[config.mk]
export PLATFORM = sky130hd
export DESIGN_NAME = mips32i_pc_predict
export DESIGN_NICKNAME = d
export VERILOG_FILES = /design/src/rtl/mips32i_pkg.sv /design/src/rtl/mips32i_btb.sv /design/src/rtl/mips32i_pc_predict.sv
export SDC_FILE = /design/constraint.sdc
export NUM_CORES = 1
export LEC_CHECK = 0
export BUFFER_PORTS_ARGS = -buffer_cell sky130_fd_sc_hd__clkbuf_2
export CELL_PAD_IN_SITES_DETAIL_PLACEMENT = 1
export CELL_PAD_IN_SITES_GLOBAL_PLACEMENT = 1
export CORE_UTILIZATION = 53
export DETAILED_ROUTE_END_ITERATION = 8
export PLACE_DENSITY_LB_ADDON = 0.1
export SYNTH_ARGS = -nofsm -noshare
export SYNTH_HDL_FRONTEND = slang
export SYNTH_SLANG_ARGS = --single-unit
[constraint.sdc]
create_clock -name clk -period 11.3 [get_ports clk]
set_clock_uncertainty 0.2 [all_clocks]
set_input_delay 2.26 -clock clk [delete_from_list [all_inputs] [get_ports clk]]
set_output_delay 2.26 -clock clk [all_outputs]
set_load 0.02 [all_outputs]
[src/rtl/mips32i_pkg.sv]
// rtl/mips32i_pkg.sv - NPC control codes and 2-bit branch counter encodings
package mips32i_pkg;

  localparam logic [1:0] NPC_SEQ = 2'b00;
  localparam logic [1:0] NPC_J   = 2'b01;
  localparam logic [1:0] NPC_BEQ = 2'b10;
  localparam logic [1:0] NPC_BNE = 2'b11;

  localparam logic [1:0] CTR_SNT = 2'b00;
  localparam logic [1:0] CTR_WNT = 2'b01;
  localparam logic [1:0] CTR_WT  = 2'b10;
  localparam logic [1:0] CTR_ST  = 2'b11;

  function automatic logic [1:0] ctr_step(input logic [1:0] ctr, input logic taken);
    logic [1:0] nxt;
    nxt = ctr;
    if (taken && ctr != CTR_ST) nxt = ctr + 2'd1;
    else if (!taken && ctr != CTR_SNT) nxt = ctr - 2'd1;
    return nxt;
  endfunction

endpackage

[src/rtl/mips32i_btb.sv]
// rtl/mips32i_btb.sv - direct-mapped BTB with 2-bit counters, one lookup and one train port
module mips32i_btb
  import mips32i_pkg::*;
#(
  parameter int         ENTRIES    = 16,
  parameter logic [1:0] CTR_INIT_T = 2'b10,
  parameter bit         PREDICT_EN = 1'b1
) (
  input  logic        clk,
  input  logic        rst,
  input  logic [31:0] lk_pc_i,
  output logic        lk_taken_o,
  output logic [31:0] lk_tgt_o,
  input  logic        tr_en_i,
  input  logic [31:0] tr_pc_i,
  input  logic        tr_taken_i,
  input  logic [31:0] tr_tgt_i
);

  localparam int IDX_W = $clog2(ENTRIES);
  localparam int TAG_W = 30 - IDX_W;

  logic [ENTRIES-1:0] valid_q;
  logic [TAG_W-1:0]   tag_q [ENTRIES];
  logic [31:0]        tgt_q [ENTRIES];
  logic [1:0]         ctr_q [ENTRIES];

  logic [IDX_W-1:0] lk_idx, tr_idx;
  logic [TAG_W-1:0] lk_tag, tr_tag;
  logic             lk_hit, tr_hit;

  assign lk_idx = lk_pc_i[IDX_W+1:2];
  assign lk_tag = lk_pc_i[31:IDX_W+2];
  assign tr_idx = tr_pc_i[IDX_W+1:2];
  assign tr_tag = tr_pc_i[31:IDX_W+2];

  // Training ignores PREDICT_EN so the table stays warm if prediction is re-enabled.
  assign lk_hit = PREDICT_EN && valid_q[lk_idx] && (tag_q[lk_idx] == lk_tag);
  assign tr_hit = valid_q[tr_idx] && (tag_q[tr_idx] == tr_tag);

  assign lk_taken_o = lk_hit & ctr_q[lk_idx][1];
  assign lk_tgt_o   = tgt_q[lk_idx];

  always_ff @(posedge clk) begin
    if (rst) begin
      valid_q <= '0;
    end else if (tr_en_i) begin
      if (tr_hit) begin
        ctr_q[tr_idx] <= ctr_step(ctr_q[tr_idx], tr_taken_i);
        if (tr_taken_i) tgt_q[tr_idx] <= tr_tgt_i;
      end else if (tr_taken_i) begin
        valid_q[tr_idx] <= 1'b1;
        tag_q[tr_idx]   <= tr_tag;
        tgt_q[tr_idx]   <= tr_tgt_i;
        ctr_q[tr_idx]   <= CTR_INIT_T;
      end
    end
  end

endmodule

[src/rtl/mips32i_pc_predict.sv]
// rtl/mips32i_pc_predict.sv - fetch PC register with BTB prediction and EX-stage redirect
module mips32i_pc_predict
  import mips32i_pkg::*;
#(
  parameter logic [31:0] RESET_PC    = 32'h0000_0000,
  parameter int          BTB_ENTRIES = 16,
  parameter logic [1:0]  CTR_INIT_T  = 2'b10,
  parameter bit          PREDICT_EN  = 1'b1
) (
  input  logic        clk,
  input  logic        rst,
  input  logic        stall,
  output logic [31:0] fetch_pc,
  output logic        pred_taken,
  output logic [31:0] pred_target,
  input  logic        res_valid,
  input  logic [31:0] res_pc,
  input  logic [1:0]  res_ctrl,
  input  logic        res_zero,
  input  logic [31:0] res_ext_imm,
  input  logic [25:0] res_j_imm,
  input  logic        res_pred_taken,
  input  logic [31:0] res_pred_target,
  output logic        mispredict,
  output logic [31:0] redirect_pc
);

  logic [31:0] pc_q, pc_d;
  logic [31:0] seq, br_tgt, j_tgt, btb_tgt;
  logic        taken, btb_taken;

  assign seq    = res_pc + 32'd4;
  assign br_tgt = seq + (res_ext_imm << 2);
  assign j_tgt  = {seq[31:28], res_j_imm, 2'b00};

  always_comb begin
    taken = 1'b0;
    case (res_ctrl)
      NPC_J:   taken = 1'b1;
      NPC_BEQ: taken = res_zero;
      NPC_BNE: taken = !res_zero;
      default: taken = 1'b0;
    endcase
  end

  assign redirect_pc = taken ? ((res_ctrl == NPC_J) ? j_tgt : br_tgt) : seq;
  // Only the target is compared: a taken prediction to the fall-through address is still correct.
  assign mispredict  = res_valid & !rst & (redirect_pc != res_pred_target);

  mips32i_btb #(
    .ENTRIES   (BTB_ENTRIES),
    .CTR_INIT_T(CTR_INIT_T),
    .PREDICT_EN(PREDICT_EN)
  ) u_btb (
    .clk       (clk),
    .rst       (rst),
    .lk_pc_i   (pc_q),
    .lk_taken_o(btb_taken),
    .lk_tgt_o  (btb_tgt),
    .tr_en_i   (res_valid & !rst & (res_ctrl != NPC_SEQ)),
    .tr_pc_i   (res_pc),
    .tr_taken_i(taken),
    .tr_tgt_i  (redirect_pc)
  );

  assign fetch_pc    = pc_q;
  assign pred_taken  = btb_taken;
  assign pred_target = btb_taken ? btb_tgt : pc_q + 32'd4;

  always_comb begin
    pc_d = pc_q;
    if (mispredict) pc_d = redirect_pc;
    else if (!stall) pc_d = pred_target;
  end

  always_ff @(posedge clk) begin
    if (rst) pc_q <= RESET_PC;
    else     pc_q <= pc_d;
  end

  logic unused_ok;
  assign unused_ok = res_pred_taken;

endmodule

==> results.md <==
- Post-CTS setup buffers: 0
- Sw frac: 26.9%
- Synth unique cells: 87
- Setup TNS: 0 ns
- Detailed-route wire length per cell: 37.0 um
- Final critical-path required period: 10.70 ns
- Worst Setup Start Kind: input pin
- Hold path cells: 1
- Hold Path End: u_btb.valid_q[0]
- Clk pwr share: 36.9%
- Final setup fails: 0
- Root Buffer: clkbuf_16
- Unrepaired setup endpoints after global routing: false
- Worst Path Required: 8.84 ns
- WL final: 166000 um
- Pin count of the biggest net entering global routing: 106
- Hold crit path type: reg -> reg
- EDFF count, synth: 960
- Switching pwr: 2.41 mW
- Initial Util: 53.7%
- Register bit count reported by yosys: 1012
- Synth async-reset ratio: 0%
- PostCTS Resize Cnt: 0
- Fmax: 93.4 MHz
- Core region area: 90400 um2
- Area Growth Syn to Fin: 12.5%
- Worst Tran Pin Value: 1.45 ns
- Initial DRT Pass Iterations: 6
- Worst skew pair latency: 0.72 ns
- R2r worst-path depth: 13
- Die height: 305 um
- Synthesized Nets: 3152
- Critical path fanouts, max: 20
- H-Tree Depth: 3
- Die W: 305 um
- Hold buffer count at CTS: 0
- Critical Path End Type: primary output
- # nets final: 3406
- Post-route DRC: 0
- Synthesized area: 48600 um2
- Gate power share: 15.4%
- TritonCTS clock tree: yes
- Top Ports: 228
- Gr usage total: 36.0%
- Final Non-Filler Cells: 4499
- Yosys warns: 0
- Initial DRC count: 4064
- Final Cycle Share: 94.7%
- Max-slew violations: 0
- Flop2flop setup slack: 5.11 ns
- Sequential share of power: 47.8%
- TritonCTS Buffers: 103
- Maxcap violations: 0
- Initial antenna violation count: 6
- Final ANT Viol Nets: 0
- Main synth FF type: edfxtp_1
- Gr ovfl total: 0
- Detailed Place HPWL: 106000 um
- # clock sinks: 1012
- Max_slew headroom: 3.27%
- Via count: 31587
- First-pass GRT wire length: 236000 um
- Clock tree buffer depth: 3
- Cells after Synth: 2978
- Placed cell count: 4303
- Layout filler cell count: 8119
- Power per cell area: 164 nW/um2
- Crit Reg-Reg Endpoint: fetch_pc[16]
- CP Class: in -> out
- Max rail drop VDD: 0.137 mV
- Ratio of cells with drive above 1 in the final layout: 29.7%
- Final Hold Fails: 0
- Syn avg cell area: 16.3 um2
- Int Power: 6.54 mW
- WP data arrival: 8.24 ns
- Number of global-route vias before repair: 33015
- Die Footprint: 92800 um2
- FP Rows: 110
- Reg clk slew, reported paths: 0.06 ns
- Status: completed
- Sequential fraction of the synthesis area: 61.5%
- Hold Startpoint: u_btb.valid_q[0]
- Vias per cell: 7.02
- Leak pwr: 18.1 nW
- IO buf count: 224
- GP Congestion: 0.927
==> final cells by class <==
cell class | count | area [um2] | share of cell area [%]
inverter | 52 | 195 | 0.357
clock inverter | 56 | 419 | 0.767
clock buffer | 139 | 2830 | 5.17
tap | 1176 | 1470 | 2.69
sequential | 1012 | 29900 | 54.7
multi-input combinational | 1725 | 17800 | 32.6
antenna | 1 | 2.50 | 0.00458
timing repair buffer | 338 | 2030 | 3.71
==> through the flow <==
step                      setup WS [ns]  utilization [%]  hold WS [ns]  cell area, um2  power (mW)
after global placement            0.980             56.8         0.264           51400        5.66
after CTS                         0.704             60.4         0.296           54600        8.96
after global routing              0.455             60.4         0.310           54600        9.15
final                             0.598             60.4         0.300           54600        8.95
after floorplan                    1.08                -         0.252           48600        5.16
after detailed placement          0.711             56.8         0.282           51400        5.70
==> power groups by stage <==
stage                     combinational [mW]  clock (mW)  sequential [mW]
after global routing                    1.44        3.44             4.28
after CTS                               1.36        3.33             4.27
after detailed placement                1.35           0             4.35
after global placement                  1.31           0             4.35
after floorplan                        0.847           0             4.31
final                                   1.37        3.30             4.27
==> worst max path at each step <==
stage / start / to / slack, ns / cells after the start
final: res_pc[10] / mispredict / 0.60 / 17
after detailed placement: res_pc[10] / mispredict / 0.71 / 17
after global placement: res_pc[10] / mispredict / 0.98 / 17
after floorplan: res_pc[2] / mispredict / 1.08 / 19
after global routing: res_pc[10] / mispredict / 0.46 / 17
after CTS: res_pc[10] / mispredict / 0.70 / 17
==> registers in the layout, indices dropped and copies added (netlist names), named ones only <==
register       flops
u_btb.valid_q     16
u_btb.tag_q      416
fetch_pc          32
u_btb.tgt_q      512
u_btb.ctr_q       32
==> kinds of logic after synthesis <==
| family | share of synthesized area (%) |
|---|---|
| XOR/XNOR | 2.06 |
| multiplexers | 20.2 |
| AND/OR/NAND/NOR | 6.88 |
| buffers and inverters | 2.19 |
| AO/OA/AOI/OAI | 5.99 |
| adder cells (fa/ha/maj) | 1.15 |
| flip-flops | 61.5 |
==> cells in the mapped netlist, types with 14 or more instances <==
master,number,share of area (%)
nand2b_1,27,0.35
or3_1,18,0.23
ha_1,43,1.1
and3_1,48,0.62
a21oi_1,107,1.1
nor3_1,56,0.58
nor2b_1,27,0.35
xnor2_1,65,1.2
buf_2,44,0.45
buf_1,27,0.21
o21ai_0,71,0.73
o22ai_1,17,0.22
mux2i_1,58,1.2
dfxtp_1,52,2.1
nand4_1,36,0.46
clkbuf_1,99,0.77
o31ai_1,16,0.25
inv_1,48,0.37
o21a_1,24,0.37
edfxtp_1,960,59
xor2_1,49,0.88
a221oi_1,25,0.45
mux4_2,397,18
nand2_1,145,1.1
nor4_1,20,0.26
a31oi_1,17,0.22
nor2_1,156,1.2
a211oi_1,25,0.39
nand3_1,46,0.47
mux2_2,27,0.63
and2_1,14,0.18
==> layout by cell type, fill, tap and decap left out, types with 18 or more instances in the layout <==
| cell | instances |
|---|---|
| xnor2_1 | 65 |
| nand2_1 | 145 |
| nor3_1 | 54 |
| nor2b_1 | 27 |
| and3_2 | 20 |
| o21a_1 | 24 |
| clkinv_2 | 19 |
| a21oi_1 | 106 |
| nand2b_1 | 27 |
| nor4_1 | 20 |
| ha_1 | 43 |
| dfxtp_1 | 48 |
| buf_4 | 112 |
| edfxtp_1 | 960 |
| or3_1 | 18 |
| a221oi_1 | 24 |
| a211oi_1 | 25 |
| clkbuf_1 | 27 |
| clkbuf_16 | 105 |
| mux2i_1 | 58 |
| nand4_1 | 36 |
| o21ai_0 | 70 |
| nand3_1 | 46 |
| nor2_1 | 143 |
| mux2_2 | 27 |
| and3_1 | 28 |
| xor2_1 | 49 |
| mux4_2 | 397 |
| inv_1 | 48 |
| clkbuf_2 | 221 |
| clkinv_1 | 27 |
==> metal layers <==
metal  global-route usage, %  wire, um
met1                    48.6     63600
met4                    13.9      6750
met5                       0        25
met2                    57.3     78800
met3                    8.23     17000
==> worst max-delay path: stages <==
cell and delay (ns):
clkbuf_2 0.50, nand4_1 0.56, or4_1 0.70, nor3_1 0.21, xor2_1 0.53, ha_1 0.32, nand2_1 0.14, o21a_1 0.26
o211ai_1 0.27, o221ai_1 0.30, a211o_1 0.36, a2111oi_0 0.62, nand4_1 0.16, nor4_1 0.30, and4_1 0.38, a21oi_4 0.15
clkbuf_2 0.21
Note: power is estimated with default switching activity, not from simulation.
